==> config.mk <==
export PLATFORM = sky130hd
export DESIGN_NAME = program_loader
export DESIGN_NICKNAME = d
export VERILOG_FILES = /design/src/rtl/isa_pkg.sv /design/src/rtl/instr_encoder.sv /design/src/rtl/program_loader.sv
export SDC_FILE = /design/constraint.sdc
export NUM_CORES = 1
export LEC_CHECK = 0
export CORE_ASPECT_RATIO = 1.4
export CORE_MARGIN = 3
export CORE_UTILIZATION = 48
export CTS_BUF_LIST = sky130_fd_sc_hd__clkbuf_2
export CTS_CLUSTER_SIZE = 8
export DETAILED_ROUTE_END_ITERATION = 12
export PLACE_DENSITY = 0.91
export SLEW_MARGIN = 40
export SYNTH_ARGS = -nofsm -noshare
export SYNTH_HDL_FRONTEND = slang
export SYNTH_HIERARCHICAL = 1
export SYNTH_SLANG_ARGS = --single-unit
==> constraint.sdc <==
create_clock -name clk -period 2.1 [get_ports clk]
set_input_delay 0.315 -clock clk [delete_from_list [all_inputs] [get_ports clk]]
set_output_delay 0.315 -clock clk [all_outputs]
set_load 0.005 [all_outputs]
==> src/rtl/isa_pkg.sv <==
// Shared instruction-word layout and loader state encoding.
// The field positions here must stay the exact inverse of the control path's field extraction.
package isa_pkg;

    localparam int INSTR_W = 32;

    localparam int TIPO_MSB = 31;
    localparam int TIPO_LSB = 30;
    localparam int OP_MSB   = 29;
    localparam int OP_LSB   = 28;
    localparam int INM_BIT  = 27;
    localparam int RD_MSB   = 26;
    localparam int RD_LSB   = 23;
    localparam int RN_MSB   = 22;
    localparam int RN_LSB   = 19;
    localparam int OPND_MSB = 18;
    localparam int OPND_LSB = 0;
    localparam int RM_MSB   = 18;
    localparam int RM_LSB   = 15;

    localparam int OPND_W = OPND_MSB - OPND_LSB + 1;

    typedef enum logic [1:0] {
        IDLE = 2'd0,
        LOAD = 2'd1,
        DONE = 2'd2
    } loader_state_t;

endpackage

==> src/rtl/instr_encoder.sv <==
// Packs decoded instruction fields into one instruction word.
// Register-form instructions (inm=0) carry only Rm, so the low operand bits are zero-filled.
module instr_encoder
    import isa_pkg::*;
(
    input  logic [1:0]         tipo,
    input  logic [1:0]         op,
    input  logic               inm,
    input  logic [3:0]         rd,
    input  logic [3:0]         rn,
    input  logic [OPND_W-1:0]  operand,
    output logic [INSTR_W-1:0] word
);

    assign word[TIPO_MSB:TIPO_LSB] = tipo;
    assign word[OP_MSB:OP_LSB]     = op;
    assign word[INM_BIT]           = inm;
    assign word[RD_MSB:RD_LSB]     = rd;
    assign word[RN_MSB:RN_LSB]     = rn;
    assign word[RM_MSB:RM_LSB]     = operand[RM_MSB-OPND_LSB:RM_LSB-OPND_LSB];

    // Bits below Rm are only meaningful as immediate bits.
    generate
        for (genvar gi = OPND_LSB; gi < RM_LSB; gi++) begin : g_imm_low
            assign word[gi] = inm & operand[gi-OPND_LSB];
        end
    endgenerate

endmodule

==> src/rtl/program_loader.sv <==
// Writes host-supplied instruction field sets as packed words into instruction memory,
// holding the processor in stall until the program has been fully loaded.
module program_loader
    import isa_pkg::*;
#(
    parameter int ADDR_W = 9,
    parameter int DATA_W = 32
) (
    input  logic              clk,
    input  logic              rst,
    input  logic              start,
    input  logic              in_valid,
    output logic              in_ready,
    input  logic [1:0]        in_tipo,
    input  logic [1:0]        in_op,
    input  logic              in_inm,
    input  logic [3:0]        in_rd,
    input  logic [3:0]        in_rn,
    input  logic [18:0]       in_operand,
    input  logic              in_last,
    output logic              imem_we,
    output logic [ADDR_W-1:0] imem_addr,
    output logic [DATA_W-1:0] imem_wdata,
    output logic              cpu_stall,
    output logic              done,
    output logic              overflow,
    output logic [ADDR_W:0]   count
);

    localparam logic [ADDR_W-1:0] LAST_ADDR = '1;

    loader_state_t      state;
    logic [ADDR_W-1:0]  wr_ptr;
    logic [INSTR_W-1:0] packed_word;
    logic               transfer;
    logic [ADDR_W-1:0]  base_ptr;
    logic [ADDR_W:0]    base_count;
    logic               at_end;

    instr_encoder u_encoder (
        .tipo    (in_tipo),
        .op      (in_op),
        .inm     (in_inm),
        .rd      (in_rd),
        .rn      (in_rn),
        .operand (in_operand),
        .word    (packed_word)
    );

    // in_ready is high exactly while in LOAD, so it doubles as the accept qualifier.
    assign transfer = in_ready && in_valid;

    // A start seen together with a transfer makes that field set the first word of the new load.
    assign base_ptr   = start ? '0 : wr_ptr;
    assign base_count = start ? '0 : count;
    assign at_end     = (base_ptr == LAST_ADDR);

    always_ff @(posedge clk or posedge rst) begin
        if (rst) begin
            state      <= IDLE;
            in_ready   <= 1'b0;
            imem_we    <= 1'b0;
            imem_addr  <= '0;
            imem_wdata <= '0;
            cpu_stall  <= 1'b1;
            done       <= 1'b0;
            overflow   <= 1'b0;
            count      <= '0;
            wr_ptr     <= '0;
        end else begin
            imem_we <= 1'b0;

            if (start) begin
                state     <= LOAD;
                in_ready  <= 1'b1;
                cpu_stall <= 1'b1;
                done      <= 1'b0;
                overflow  <= 1'b0;
                count     <= '0;
                wr_ptr    <= '0;
            end

            if (transfer) begin
                imem_we    <= 1'b1;
                imem_addr  <= base_ptr;
                imem_wdata <= DATA_W'(packed_word);
                count      <= base_count + 1'b1;
                // The pointer stays on the last address when memory fills; it never wraps.
                if (in_last || at_end) begin
                    state     <= DONE;
                    in_ready  <= 1'b0;
                    cpu_stall <= 1'b0;
                    done      <= 1'b1;
                    overflow  <= !in_last;
                end else begin
                    wr_ptr <= base_ptr + 1'b1;
                end
            end
        end
    end

endmodule

After elaboration in Yosys (flattened, before gate mapping)
Cells that the tools add are included.
{"block": "word_totals", "ff_bits": 65, "input_bits": 37, "output_inout_bits": 56, "word_cells": 48}
{"block": "op_classes", "add_sub_neg": 2, "n_eq_ne": 1, "mux": 18, "bitwise": 15, "n_reduce_logical": 3}
{"cell": "9-bit two-way mux", "count": 3}
{"cell": "10-bit two-way mux", "count": 2}
{"cell": "1-bit bitwise AND", "count": 15}
{"cell": "1-bit two-way mux", "count": 13}
{"cell": "10-bit by 1-bit adder with 10-bit output, second input constant", "count": 1}
{"cell": "9-bit by 1-bit adder with 9-bit output, second input constant", "count": 1}
{"cell": "9-bit == test, second input constant", "count": 1}
{"cell": "1-bit logical AND", "count": 1}
{"cell": "1-bit zero test", "count": 1}
{"cell": "1-bit logical OR", "count": 1}

Logic depth before layout (Yosys ltp)
{"block": "logic_depth", "depth_word": 5, "ltp_mapped": 10, "depth_no_buf": 10}

Hierarchy
Netlist, hierarchy kept.
{"mod": "program_loader", "instances": 1, "cells_per_inst": 277, "area_each_um2": 2672.6, "seq_area_each_um2": 1627.8}
{"mod": "instr_encoder", "instances": 1, "cells_per_inst": 33, "area_each_um2": 246.5, "seq_area_each_um2": 0.0}

Least setup slack after synthesis
OpenSTA, ideal clock, no wires.
{"block": "synth_timing", "path_type": "input-to-reg", "from": "input start", "to": "register wr_ptr[7]", "setup_time_ps": 79, "arrival_ps": 2039, "t_required_ps": 2021, "setup_slack_ps": -19, "cell_stages": 9, "cell_sequence": "clkbuf_1 > nor2b_1 > ha_1 > nand3_1 > nor3_1 > ha_1 > nand4bb_1 > nor4_1 > mux2i_1"}
{"block": "synth_via", "elab_chain_len": 5}
{"element": "start, declared", "line_no": "program_loader.sv:11", "source": "input logic start,"}
{"element": "9-bit two-way mux (*)", "line_no": "program_loader.sv:54", "source": "assign base_ptr = start ? '0 : wr_ptr;"}
{"element": "via base_ptr[0]", "line_no": "program_loader.sv:36", "source": "logic [ADDR_W-1:0] base_ptr;"}
{"element": "branches (longest 2 deep; another with 9-bit by 1-bit adder with 9-bit output)"}
{"element": "9-bit two-way mux (*)", "line_no": "program_loader.sv:89", "source": "if (in_last || at_end) begin"}
{"element": "9-bit two-way mux (*)", "line_no": "program_loader.sv:83", "source": "if (transfer) begin"}
{"element": "end signal, assigned", "line_no": "program_loader.sv:96", "source": "wr_ptr <= base_ptr + 1'b1;"}
{"element": "end, declared", "line_no": "program_loader.sv:33", "source": "logic [ADDR_W-1:0] wr_ptr;"}
Mark *: on every way through the listed nets, which the timed path passes.
A chain may end at the register's enable or synchronous reset.

Worst setup path in the final report
{"block": "layout_timing", "from": "register wr_ptr[0]", "to": "register wr_ptr[6]"}
{"block": "layout_via", "elab_chain_len": 5}
{"element": "9-bit two-way mux (*)", "line_no": "program_loader.sv:54"}
{"element": "via base_ptr[0]", "line_no": "program_loader.sv:36"}
{"element": "branches (longest 2 deep; another with 9-bit by 1-bit adder with 9-bit output)"}
{"element": "9-bit two-way mux (*)", "line_no": "program_loader.sv:89"}
{"element": "9-bit two-way mux (*)", "line_no": "program_loader.sv:83"}
Marks and branches as above.

==> metrics.txt <==
Design Area, Final=0.00404 mm²; Yosys Warn Count=6; HP Class=in -> async; Mapped Nets=350; Seq/Total Area, Yosys=55.8%; period utilisation layout=a little over nine tenths; Root Driver=clkbuf_2; vias in the first global route=2500; Critical Path Max Stage Delay=430 ps; Slew @ Worst Pin=431 ps; fin crit period=2030 ps; leakage power=1.90 nW; Critical Path Start Type=register; status=complete, no violations; CORE AREA=between 0.005 and 0.006 mm²; FILL cells=457; area share of the largest cell type after synthesis=a little over half; I/O Buffers=92; DR pass1 iterations=4; Final Hold Viols=0; # rows=33; Top delay family on crit path=simple AND/OR/NAND/NOR gates; synth unique cells=35; Die W=71.9 µm; initial antenna violation count=0; Setup Fix Bufs, Post-CTS=0; clock latency at the later pin of the worst-skew pair=500 ps; largest net degree at the start of global routing=slightly above 50; endpoints failing setup=0; worst endpoint required time=2490 ps; Post-Synthesis Cell Area=between 0.002 and 0.003 mm²; global route total overflow=0; largest cells by area after synthesis=dfrtp_1 55%, nand2_1 16%, buf_4 4.4%; DP HPWL=5050 µm; kind of critical path=reg -> reg; Final Slew Violations=0; total track usage=between 20% and 30%; hold buffer count at CTS=0; Max VDD drop=between 0.0005 and 0.0006 V; highest-count cells in the layout ignoring fill and taps=123 x nand2_1, 92 x clkdlybuf4s50_1, 64 x dfrtp_1; die height=98.3 µm; drt wl/cell=14.5 µm; critical-path cell list=nor2b_2 -> ha_1 -> nand3_1 -> nor3_2 -> ha_2 -> nand4bb_4 -> nor3_1 -> xnor2_1; # nets final=440; Area after DPL=0.00388 mm²; Slowest cell on crit path=dfrtp_1; WHS=roughly 54 ps; Reg clk slew, reported paths=220 ps; global-route wire length before repair=about 12000 µm; Avg Inst Size Synth=9.42 µm²; DR vias=2411; GPL Wtd Cong=0.794; Yosys reg bits=65; max-cap violations=0; Ant. Diodes=0; critical path capture point type=register; CP Max Fanout=4; I/O pins=93; layout cell share with drive strength beyond 1=between 10% and 20%; Crit path buffers/inverters=0; vias per inst=5.08; Worst slew margin=a little under three quarters; CTS tree=done; most common cell after layout, fill and taps aside=nand2_1; number of CTS-inserted buffers=9; PD cells=about 680 mW/mm²; Clock Skew=between 20 and 30 ps; clock buffer depth=2; H-tree depth=3; drt initial violations=107; worst path arrival time=2430 ps; DRC violations left=0; CTS sink cnt=65; fmax=about 0.49 GHz; Routed WL=between 6000 and 7000 µm; initial core utilization=49.8%; Die ar.=0.00707 mm²; Synth area leader=dfrtp_1; Area growth syn-to-layout=38.4%; Final ANT Viol Nets=0; Synth Instances=310
[stage by stage]
stage | setup WS [ps] | TNS [ps] | std cells | power, mW | util, %
2_1_floorplan | 13.1 | 0 | 310 | 1.67 | -
3_3_place_gp | -306 | -1620 | 459 | 2.00 | 66.2
3_5_place_dp | -452 | -3130 | 459 | 2.02 | 66.2
6_report | 65.6 | 0 | 475 | 2.76 | 68.9
4_1_cts | 18.3 | 0 | 475 | 2.78 | 68.5
5_1_grt | -5.11 | -5.11 | 475 | 2.91 | 68.9
[registers in the layout, summed over array words and instances (netlist names)]
register	flops
imem_wdata	32
count	10
imem_addr	9
wr_ptr	9
cpu_stall	1
done	1
imem_we	1
in_ready	1
overflow	1
[cells by family after synthesis]
kind of cell    share of synthesized area (%)
fa+ha+maj                                1.29
mux                                      2.14
buf+inv                                  7.80
flops                                    55.8
xor+xnor                                 2.10
compound gates                           5.23
simple gates                             25.7
[synth_stat cells]
| master | n |
|---|---|
| o21ai_0 | 12 |
| and4bb_2 | 1 |
| nor2b_1 | 4 |
| clkbuf_1 | 5 |
| nand3b_1 | 1 |
| and2_2 | 11 |
| o31ai_1 | 2 |
| o41ai_1 | 2 |
| nand4bb_1 | 1 |
| o21a_1 | 2 |
| ha_1 | 3 |
| buf_4 | 17 |
| or4_1 | 2 |
| nand3b_4 | 1 |
| a22oi_1 | 1 |
| nand4b_1 | 1 |
| dfstp_2 | 1 |
| inv_1 | 11 |
| nor4_1 | 3 |
| nand2_1 | 123 |
| mux2_2 | 2 |
| nor3_1 | 2 |
| buf_2 | 5 |
| buf_1 | 1 |
| nand4_1 | 3 |
| dfrtp_1 | 64 |
| or3_1 | 1 |
| and2_1 | 4 |
| o311ai_0 | 2 |
| buf_6 | 1 |
| mux2i_1 | 4 |
| nand3_1 | 3 |
| a21oi_1 | 4 |
| xnor2_1 | 7 |
| nor2_1 | 3 |
[power breakdown]
part / leakage, nW / internal, mW / total [mW] / switching [mW]
Combinational: 0.990 / 0.333 / 0.562 / 0.229
Sequential: 0.852 / 1.36 / 1.44 / 0.0702
Clock: 0.0604 / 0.279 / 0.759 / 0.479
[metal layers]
layer	up-vias	wire, µm	global-route usage [%]
li1	1159	-	-
met1	1160	2680	25.7
met2	83	3560	35.2
met3	9	555	8.24
met4	0	80	6.66
met5	-	0	0
[worst paths after layout]
check,depth (start not counted),end,startpoint,slack [ps]
worst max-delay path,8,wr_ptr[6],wr_ptr[0],70
worst min-delay path,2,imem_wdata[18],rst,50
worst max register to register,8,wr_ptr[6],wr_ptr[0],70
worst min register to register,1,wr_ptr[7],wr_ptr[7],500
max in group asynchronous,3,cpu_stall,rst,1400
min in group clk,3,imem_wdata[16],in_operand[16],300
[repair_timing]
action	CTS	global route
pin swaps	0	0
cloned	0	0
setup endpoints to repair	2	6
gates resized for setup	3	4
[cell type report]
type	count	area, µm²	share of cell area [%]
Multi-Input combinational cell	205	1110	27.5
Clock inverter	6	68.8	1.70
Clock buffer	10	50.0	1.24
Inverter	11	41.3	1.02
Sequential cell	65	1630	40.3
Tap cell	70	87.6	2.17
Timing Repair Buffer	108	1050	26.1
(Power assumes the default switching activity.)
